## config.mk

```make
export PLATFORM = sky130hd
export DESIGN_NAME = uart_rx_flat
export DESIGN_NICKNAME = d
export VERILOG_FILES = /design/src/rtl/uart_rx_if.sv /design/src/rtl/uart_rx.sv /design/src/flat_wrapper.sv
export SDC_FILE = /design/constraint.sdc
export NUM_CORES = 1
export LEC_CHECK = 0
export BUFFER_PORTS_ARGS = -buffer_cell sky130_fd_sc_hd__buf_2
export CAP_MARGIN = 20
export CORE_MARGIN = 8
export CORE_UTILIZATION = 35
export CTS_CLUSTER_DIAMETER = 120
export DETAILED_ROUTE_END_ITERATION = 7
export MAX_ROUTING_LAYER = met4
export PLACE_DENSITY = 0.48
export SYNTH_ARGS = -nofsm -noshare
export SYNTH_HDL_FRONTEND = slang
export SYNTH_SLANG_ARGS = --single-unit
```

## constraint.sdc

```tcl
create_clock -name clk -period 2.35 [get_ports clk]
set_input_delay 0.235 -clock clk [delete_from_list [all_inputs] [get_ports clk]]
set_output_delay 0.235 -clock clk [all_outputs]
set_load 0.05 [all_outputs]
```

## src/rtl/uart_rx_if.sv

```systemverilog
// Byte-side and line-side signals of the uart_rx receiver.
// master = the receiver, slave = the line driver / byte consumer.
interface uart_rx_if;
  logic       rx;
  logic [7:0] data;
  logic       valid;
  logic       parity_err;
  logic       frame_err;
  logic       busy;

  modport master (
    input  rx,
    output data, valid, parity_err, frame_err, busy
  );

  modport slave (
    output rx,
    input  data, valid, parity_err, frame_err, busy
  );
endinterface

```

## src/rtl/uart_rx.sv

```systemverilog
// UART receiver: 1 start, 8 data LSB-first, even parity, 1 stop; 1-cycle valid pulse.
// Optional macro UART_RX_MAJORITY_EN: 2-of-3 vote around each mid-bit, decision at mid+1.
module uart_rx #(
  parameter int CLK_FREQ = 50_000_000,
  parameter int BAUD     = 115200
) (
  input  logic      clk,
  input  logic      reset_n,
  uart_rx_if.master bus
);

  localparam int DIVIDER   = CLK_FREQ / BAUD;
  localparam int HALF      = DIVIDER / 2;
  localparam int CNT_WIDTH = $clog2(DIVIDER);

  // Bit decisions in START happen at mid-start; every later decision sits one
  // full bit after the previous, which the free-running cnt wrap provides.
`ifdef UART_RX_MAJORITY_EN
  localparam logic [CNT_WIDTH-1:0] START_PT = CNT_WIDTH'(HALF + 1);
`else
  localparam logic [CNT_WIDTH-1:0] START_PT = CNT_WIDTH'(HALF);
`endif
  localparam logic [CNT_WIDTH-1:0] BIT_PT   = CNT_WIDTH'(DIVIDER - 1);

  typedef enum logic [2:0] {
    S_IDLE,
    S_START,
    S_DATA,
    S_PARITY,
    S_STOP
  } state_e;

  state_e               state_q, state_d;
  logic [CNT_WIDTH-1:0] cnt_q, cnt_d;
  logic [2:0]           bit_idx_q, bit_idx_d;
  logic [7:0]           shreg_q, shreg_d;
  logic                 par_q, par_d;
  logic [7:0]           data_q, data_d;
  logic                 perr_q, perr_d;
  logic                 ferr_q, ferr_d;
  logic                 valid_q, valid_d;

  logic sync1_q, sync2_q, rx_prev_q;
  logic rx_s, bit_val, fall;

  assign rx_s = sync2_q;
  assign fall = rx_prev_q & ~rx_s;

`ifdef UART_RX_MAJORITY_EN
  logic rx_prev2_q;

  always_ff @(posedge clk or negedge reset_n) begin
    if (!reset_n) rx_prev2_q <= 1'b1;
    else          rx_prev2_q <= rx_prev_q;
  end

  assign bit_val = (rx_prev2_q & rx_prev_q) | (rx_prev2_q & rx_s) | (rx_prev_q & rx_s);
`else
  assign bit_val = rx_s;
`endif

  // NOTE: synchronizer and edge history reset to 1 (idle line) so that
  // releasing reset can never look like a falling start edge.
  always_ff @(posedge clk or negedge reset_n) begin
    if (!reset_n) begin
      sync1_q   <= 1'b1;
      sync2_q   <= 1'b1;
      rx_prev_q <= 1'b1;
    end else begin
      sync1_q   <= bus.rx;
      sync2_q   <= sync1_q;
      rx_prev_q <= rx_s;
    end
  end

  // NOTE: sequential state uses non-blocking assignments only; all next-state
  // computation lives in the always_comb below.
  always_ff @(posedge clk or negedge reset_n) begin
    if (!reset_n) begin
      state_q   <= S_IDLE;
      cnt_q     <= '0;
      bit_idx_q <= '0;
      shreg_q   <= '0;
      par_q     <= 1'b0;
      data_q    <= '0;
      perr_q    <= 1'b0;
      ferr_q    <= 1'b0;
      valid_q   <= 1'b0;
    end else begin
      state_q   <= state_d;
      cnt_q     <= cnt_d;
      bit_idx_q <= bit_idx_d;
      shreg_q   <= shreg_d;
      par_q     <= par_d;
      data_q    <= data_d;
      perr_q    <= perr_d;
      ferr_q    <= ferr_d;
      valid_q   <= valid_d;
    end
  end

  // NOTE: every variable gets a default first, so no path can infer a latch.
  always_comb begin
    state_d   = state_q;
    cnt_d     = (cnt_q == BIT_PT) ? '0 : cnt_q + CNT_WIDTH'(1);
    bit_idx_d = bit_idx_q;
    shreg_d   = shreg_q;
    par_d     = par_q;
    data_d    = data_q;
    perr_d    = perr_q;
    ferr_d    = ferr_q;
    valid_d   = 1'b0;

    unique case (state_q)
      S_IDLE: begin
        cnt_d = '0;
        // A line held low after a framing error shows no edge, so IDLE
        // stays put until rx_s has gone high again.
        if (fall) state_d = S_START;
      end
      S_START: begin
        if (cnt_q == START_PT) begin
          if (bit_val) begin
            state_d = S_IDLE;
          end else begin
            state_d   = S_DATA;
            cnt_d     = '0;
            bit_idx_d = '0;
          end
        end
      end
      S_DATA: begin
        if (cnt_q == BIT_PT) begin
          shreg_d = {bit_val, shreg_q[7:1]};
          if (bit_idx_q == 3'd7) state_d = S_PARITY;
          else                   bit_idx_d = bit_idx_q + 3'd1;
        end
      end
      S_PARITY: begin
        if (cnt_q == BIT_PT) begin
          par_d   = bit_val;
          state_d = S_STOP;
        end
      end
      S_STOP: begin
        if (cnt_q == BIT_PT) begin
          data_d  = shreg_q;
          perr_d  = (^shreg_q) ^ par_q;
          ferr_d  = ~bit_val;
          valid_d = 1'b1;
          state_d = S_IDLE;
        end
      end
      default: state_d = S_IDLE;
    endcase
  end

  assign bus.data       = data_q;
  assign bus.valid      = valid_q;
  assign bus.parity_err = perr_q;
  assign bus.frame_err  = ferr_q;
  assign bus.busy       = (state_q != S_IDLE);

endmodule

```

## src/flat_wrapper.sv

```systemverilog
// flat-port wrapper written by rule: the top's interface ports become plain ports
module uart_rx_flat 
#(
  parameter int CLK_FREQ = 50_000_000,
  parameter int BAUD     = 115200
)
  (clk, reset_n, bus_rx, bus_data, bus_valid, bus_parity_err, bus_frame_err, bus_busy);
  uart_rx_if bus_i ();
  input  logic clk;
  input  logic reset_n;
  input wire logic [$bits(bus_i.rx)-1:0] bus_rx;
  output wire logic [$bits(bus_i.data)-1:0] bus_data;
  output wire logic [$bits(bus_i.valid)-1:0] bus_valid;
  output wire logic [$bits(bus_i.parity_err)-1:0] bus_parity_err;
  output wire logic [$bits(bus_i.frame_err)-1:0] bus_frame_err;
  output wire logic [$bits(bus_i.busy)-1:0] bus_busy;
  assign bus_i.rx = bus_rx;
  assign bus_data = bus_i.data;
  assign bus_valid = bus_i.valid;
  assign bus_parity_err = bus_i.parity_err;
  assign bus_frame_err = bus_i.frame_err;
  assign bus_busy = bus_i.busy;
  uart_rx #(.CLK_FREQ(CLK_FREQ), .BAUD(BAUD)) u_core (.clk(clk), .reset_n(reset_n), .bus(bus_i));
endmodule
```

# Word level (Yosys, flattened, before mapping)
# Cells that the tools add are included.
# word_totals
regBits,38
out_inout_bits,12
wordCells,60
# classes
addsub,2
n_eq_ne,15
mux,19
bitwise_logic,3
n_reduce_logical,9
# op_table
operator,count
3-bit two-way mux,10
9-bit two-way mux,3
9-bit one-hot mux with 2 select lines,1
3-bit one-hot mux with 5 select lines,1
2-bit by 1-bit inequality test with 1-bit output (second input constant),6
9-bit by 1-bit adder with 9-bit output (second input constant),1
9-bit by 8-bit equality test with 1-bit output (second input constant),1
9-bit equality test (second input constant),1
8-bit XOR reduction,1
3-bit by 2-bit equality test with 1-bit output (second input constant),2
3-bit equality test (second input constant),2
3-bit one-hot mux with 2 select lines,1
2-bit AND reduction,3
6-bit AND reduction,1
5-bit AND reduction,1
2-bit inequality test (second input constant),2
3-bit by 1-bit adder with 3-bit output (second input constant),1
3-bit by 1-bit equality test with 1-bit output (second input constant),1
3-bit logical NOT,1
3-bit nonzero test,1
1-bit two-way mux,2
2-bit two-way mux,1
2-bit nonzero test,1
1-bit bitwise AND,1
other kinds (2),2

# Longest topological paths before layout
# depth
word_depth,5
mapped_depth,7

# Worst setup path after synthesis
# OpenSTA, ideal clock, no wires.
# synth_path
path_type,register -> register
startpoint,register u_core.bit_idx_q[0]
endpoint,register u_core.state_q[2]
setup_time_ns,0.125
arrival_time_ns,1.600
required_ns,2.225
setup_slack_ns,0.625
stages_incl_launch_ff,7
n_path_buf,0
period_less_slack_ns,1.725
path_cell_list,dfrtp_1 ha_1 ha_1 a211o_2 a31oi_1 nor4_2 mux2_4
# synth_via
elab_chain_len,3
# synth_lines
element,line,rtl
start: declaration,uart_rx.sv:35,"logic [2:0] bit_idx_q, bit_idx_d;"
start signal: assignment,uart_rx.sv:92,bit_idx_q <= bit_idx_d;
3-bit equality test,uart_rx.sv:135,if (bit_idx_q == 3'd7) state_d = S_PARITY;
2-bit by 1-bit inequality test with 1-bit output (no line),--,
6-bit AND reduction (no line),--,
end signal: assignment,uart_rx.sv:90,state_q <= state_d;
end: declaration,uart_rx.sv:33,"state_e state_q, state_d;"
# No other way between the ends.
# A chain may end at the register's enable or synchronous reset.

# Final worst setup path
# layout_path
startpoint,register u_core.cnt_q[1]
endpoint,register u_core.state_q[2]
# layout_via
elab_chain_len,3
word_cells_on_any_way,7
cone_classes,eq/ne: 6; reduce/logical: 1
# layout_lines
element,line,rtl
start: declaration,uart_rx.sv:34,"logic [CNT_WIDTH-1:0] cnt_q, cnt_d;"
start signal: assignment,uart_rx.sv:91,cnt_q <= cnt_d;
9-bit equality test or 9-bit by 8-bit equality test with 1-bit output (tied branches),--,
2-bit by 1-bit inequality test with 1-bit output (no line),--,
6-bit AND reduction (no line) *,--,
# Every way passes the cells marked *; elsewhere a longest branch is shown, timed or not.

==> flow_summary.json <==
{
  "min_period_over_period_pct": 76.5,
  "htree_levels": 2,
  "clkTransAtPathRegs_ps": 70,
  "synth_top_flop_cell": "dfrtp_1",
  "cts.path.max_buffers": 2,
  "slew_viol_final": 0,
  "yosysUniqueCellTypes": 38,
  "gp_congestion": 0.898,
  "synth.area.top_cells": "dfrtp_1 (50%), mux2_2 (7.7%), dfstp_2 (4.5%), mux2_1 (3.9%), xnor2_1 (3.5%)",
  "netlist_area_um2": 1750,
  "dp_slack_ps": 555,
  "gr-total-overflow": 0,
  "cellPowerDensity_nw_per_um2": 778,
  "post_cts_buffers": 0,
  "initial_core_util_pct": 36.7,
  "yosysTopAreaCell": "dfrtp_1",
  "routedWlPerCell_um": 13.6,
  "vdd_drop_max_v": 0.000303,
  "yosysWarnings": 0,
  "numCtsBuffers": 5,
  "finalClockSkew_ps": 6.10,
  "critical_path_required_ps": 2520,
  "worstSetupEndpointType": "register",
  "multi_input_comb_area_um2": 764,
  "place_inst": 224,
  "synth_edf_count": 0,
  "port_buffers": 14,
  "cts_tree": "yes",
  "die_area_um2": 7530,
  "power.total_mw": 1.57,
  "hold_violations": 0,
  "via_count": 1114,
  "post_cts_resized": 0,
  "crit_fanout": 4,
  "synth_cells": 143,
  "seqCellArea_um2": 955,
  "grt_max_degree": 39,
  "min-delay-path-class": "in2reg",
  "holdWs_ps": 41.1,
  "outcome": "completed",
  "grt_pass1_wl_um": 5780,
  "die_x_um": 86.8,
  "insertion_delay_ps": 290,
  "fmax_mhz": 556,
  "cts_root_buf": "clkbuf_8",
  "fin_setup_tns_ps": 0,
  "worstPathArrival_ps": 1970,
  "cp-start-kind": "register",
  "antenna_found_initial": 0,
  "drc": 0,
  "fillers": 449,
  "area_growth_pct": 15.2,
  "ys_seq_area_share_pct": 54.4,
  "tightest_slew_ps": 839,
  "grt.total_usage_pct": 10.1,
  "drive_above_1_share_pct": 27.3,
  "drt_first_pass_iters": 4,
  "final_cells": 232,
  "core_um2": 4790,
  "min_period_ps": 1800,
  "ios": 15,
  "synth_nets": 150,
  "fin_nets": 171,
  "rsz0062_at_grt": "no",
  "grt_pass1_vias": 1228,
  "worst_slack_ps": 552,
  "critPathKind": "reg2reg",
  "hpwlAfterDp_um": 2210,
  "avgSynthCellArea_um2": 12.3,
  "p_leak_nw": 0.989,
  "setup_violations": 0,
  "postRouteAntennaNets": 0,
  "relSlewSlack_pct": 44.1,
  "cts.sinks": 38,
  "routed_wl_um": 3150,
  "fp-row-count": 25,
  "async_reset_ff_share_pct": 100,
  "die-height_um": 86.8,
  "hold_buffers": 0,
  "diodes": 0,
  "routed_via_density": 4.80,
  "drtIter0Drc": 51,
  "cap_violations": 0,
  "synth_top_area_share_pct": 49.9,
  "ys_seq_elements": 38
}
[synth_stat cells (2+ instances only)]
library cell	number
dfrtp_1	35
nor2_1	14
mux2_2	12
nand2_1	9
inv_1	8
xnor2_1	7
mux2_1	6
xor2_1	6
ha_1	4
a31oi_1	3
dfstp_2	3
nand3_1	3
a21oi_1	2
and2_1	2
mux2i_1	2
nand4_1	2
o21ai_0	2
o21ai_1	2
or3b_1	2
[layout by cell type (no fill, tap or decap), types with 2 or more instances in the layout]
cell type and instances:
mux2_2 12, nand4_1 2, xor2_1 6, dfrtp_1 35
buf_2 14, xnor2_1 7, nand2_1 9, o21ai_0 2
a21oi_1 2, or3b_1 2, dfstp_2 3, clkbuf_8 5
ha_1 4, mux2_1 6, nor2_1 14, o21ai_1 2
inv_1 8, and2_1 2, nand3_1 3, a31oi_1 3
mux2i_1 2
[cell families (layout without fill, tap and decap cells)]
logic type | after synthesis | count (layout) | synth area share (%)
compound gates | 12 | 12 | 4.35
xor+xnor | 14 | 14 | 7.77
fa+ha+maj | 4 | 4 | 2.85
buf+inv | 9 | 31 | 2.00
flops | 38 | 38 | 54.4
mux | 21 | 21 | 13.6
simple gates | 45 | 45 | 15.1
[sequential cells by signal, summed over array words and instances, names as in the netlist]
| name | cells |
|---|---|
| u_core.cnt_q | 9 |
| u_core.bus.data | 8 |
| u_core.shreg_q | 8 |
| u_core.bit_idx_q | 3 |
| u_core.state_q | 3 |
| u_core.bit_val | 1 |
| u_core.bus.frame_err | 1 |
| u_core.bus.parity_err | 1 |
| u_core.bus.valid | 1 |
| u_core.par_q | 1 |
| u_core.rx_prev_q | 1 |
| u_core.sync1_q | 1 |
[worst paths after layout]
path | cells past startpoint | slack (ps) | endpoint | startpoint
min in group asynchronous | 1 | 50 | u_core.cnt_q[5]$_DFF_PN0_ | reset_n
max in group asynchronous | 1 | 1780 | u_core.bus.frame_err$_DFFE_PN0P_ | reset_n
hold reg to reg | 0 | 360 | u_core.bit_val$_DFF_PN1_ | u_core.sync1_q$_DFF_PN1_
hold / removal | 1 | 40 | u_core.sync1_q$_DFF_PN1_ | bus_rx
setup / recovery | 6 | 550 | u_core.state_q[2]$_DFFE_PN0P_ | u_core.cnt_q[1]$_DFF_PN0_
setup reg to reg | 6 | 550 | u_core.state_q[2]$_DFFE_PN0P_ | u_core.cnt_q[1]$_DFF_PN0_
[worst max-delay path, cell delays in order (launching register included)]
cell	delay, ps
dfrtp_1	410
inv_1	60
ha_1	150
and4b_1	270
a31oi_1	70
nor4_2	390
mux2_4	330
[power by group]
group	internal (mW)	switching (mW)
Clock	0.317	0.224
Combinational	0.0945	0.150
Sequential	0.711	0.0764
[per-layer routing]
metal	global-route usage (%)	part of all wire (%)
met1	10.8	45
met2	16.6	49
met3	3.21	3.8
met4	4.54	1.8
met5	-	0
[area by class of cell]
class                   count  share of cell area [%]
clock buffers               6                    3.59
repair buffers             15                    3.84
flip-flops and latches     38                    47.2
clock inverters             2                    1.86
multi-input cells          96                    37.8
well taps                  67                    4.15
inverters                   8                    1.49
[metrics by stage]
stage	util, %	cell area [um^2]
finish	42.2	2020
global route	42.2	2020
CTS	42.2	2020
detailed placement	39.9	1910
global placement	39.9	1910
floorplan	-	1750
Power figures use the tool's default switching activity.
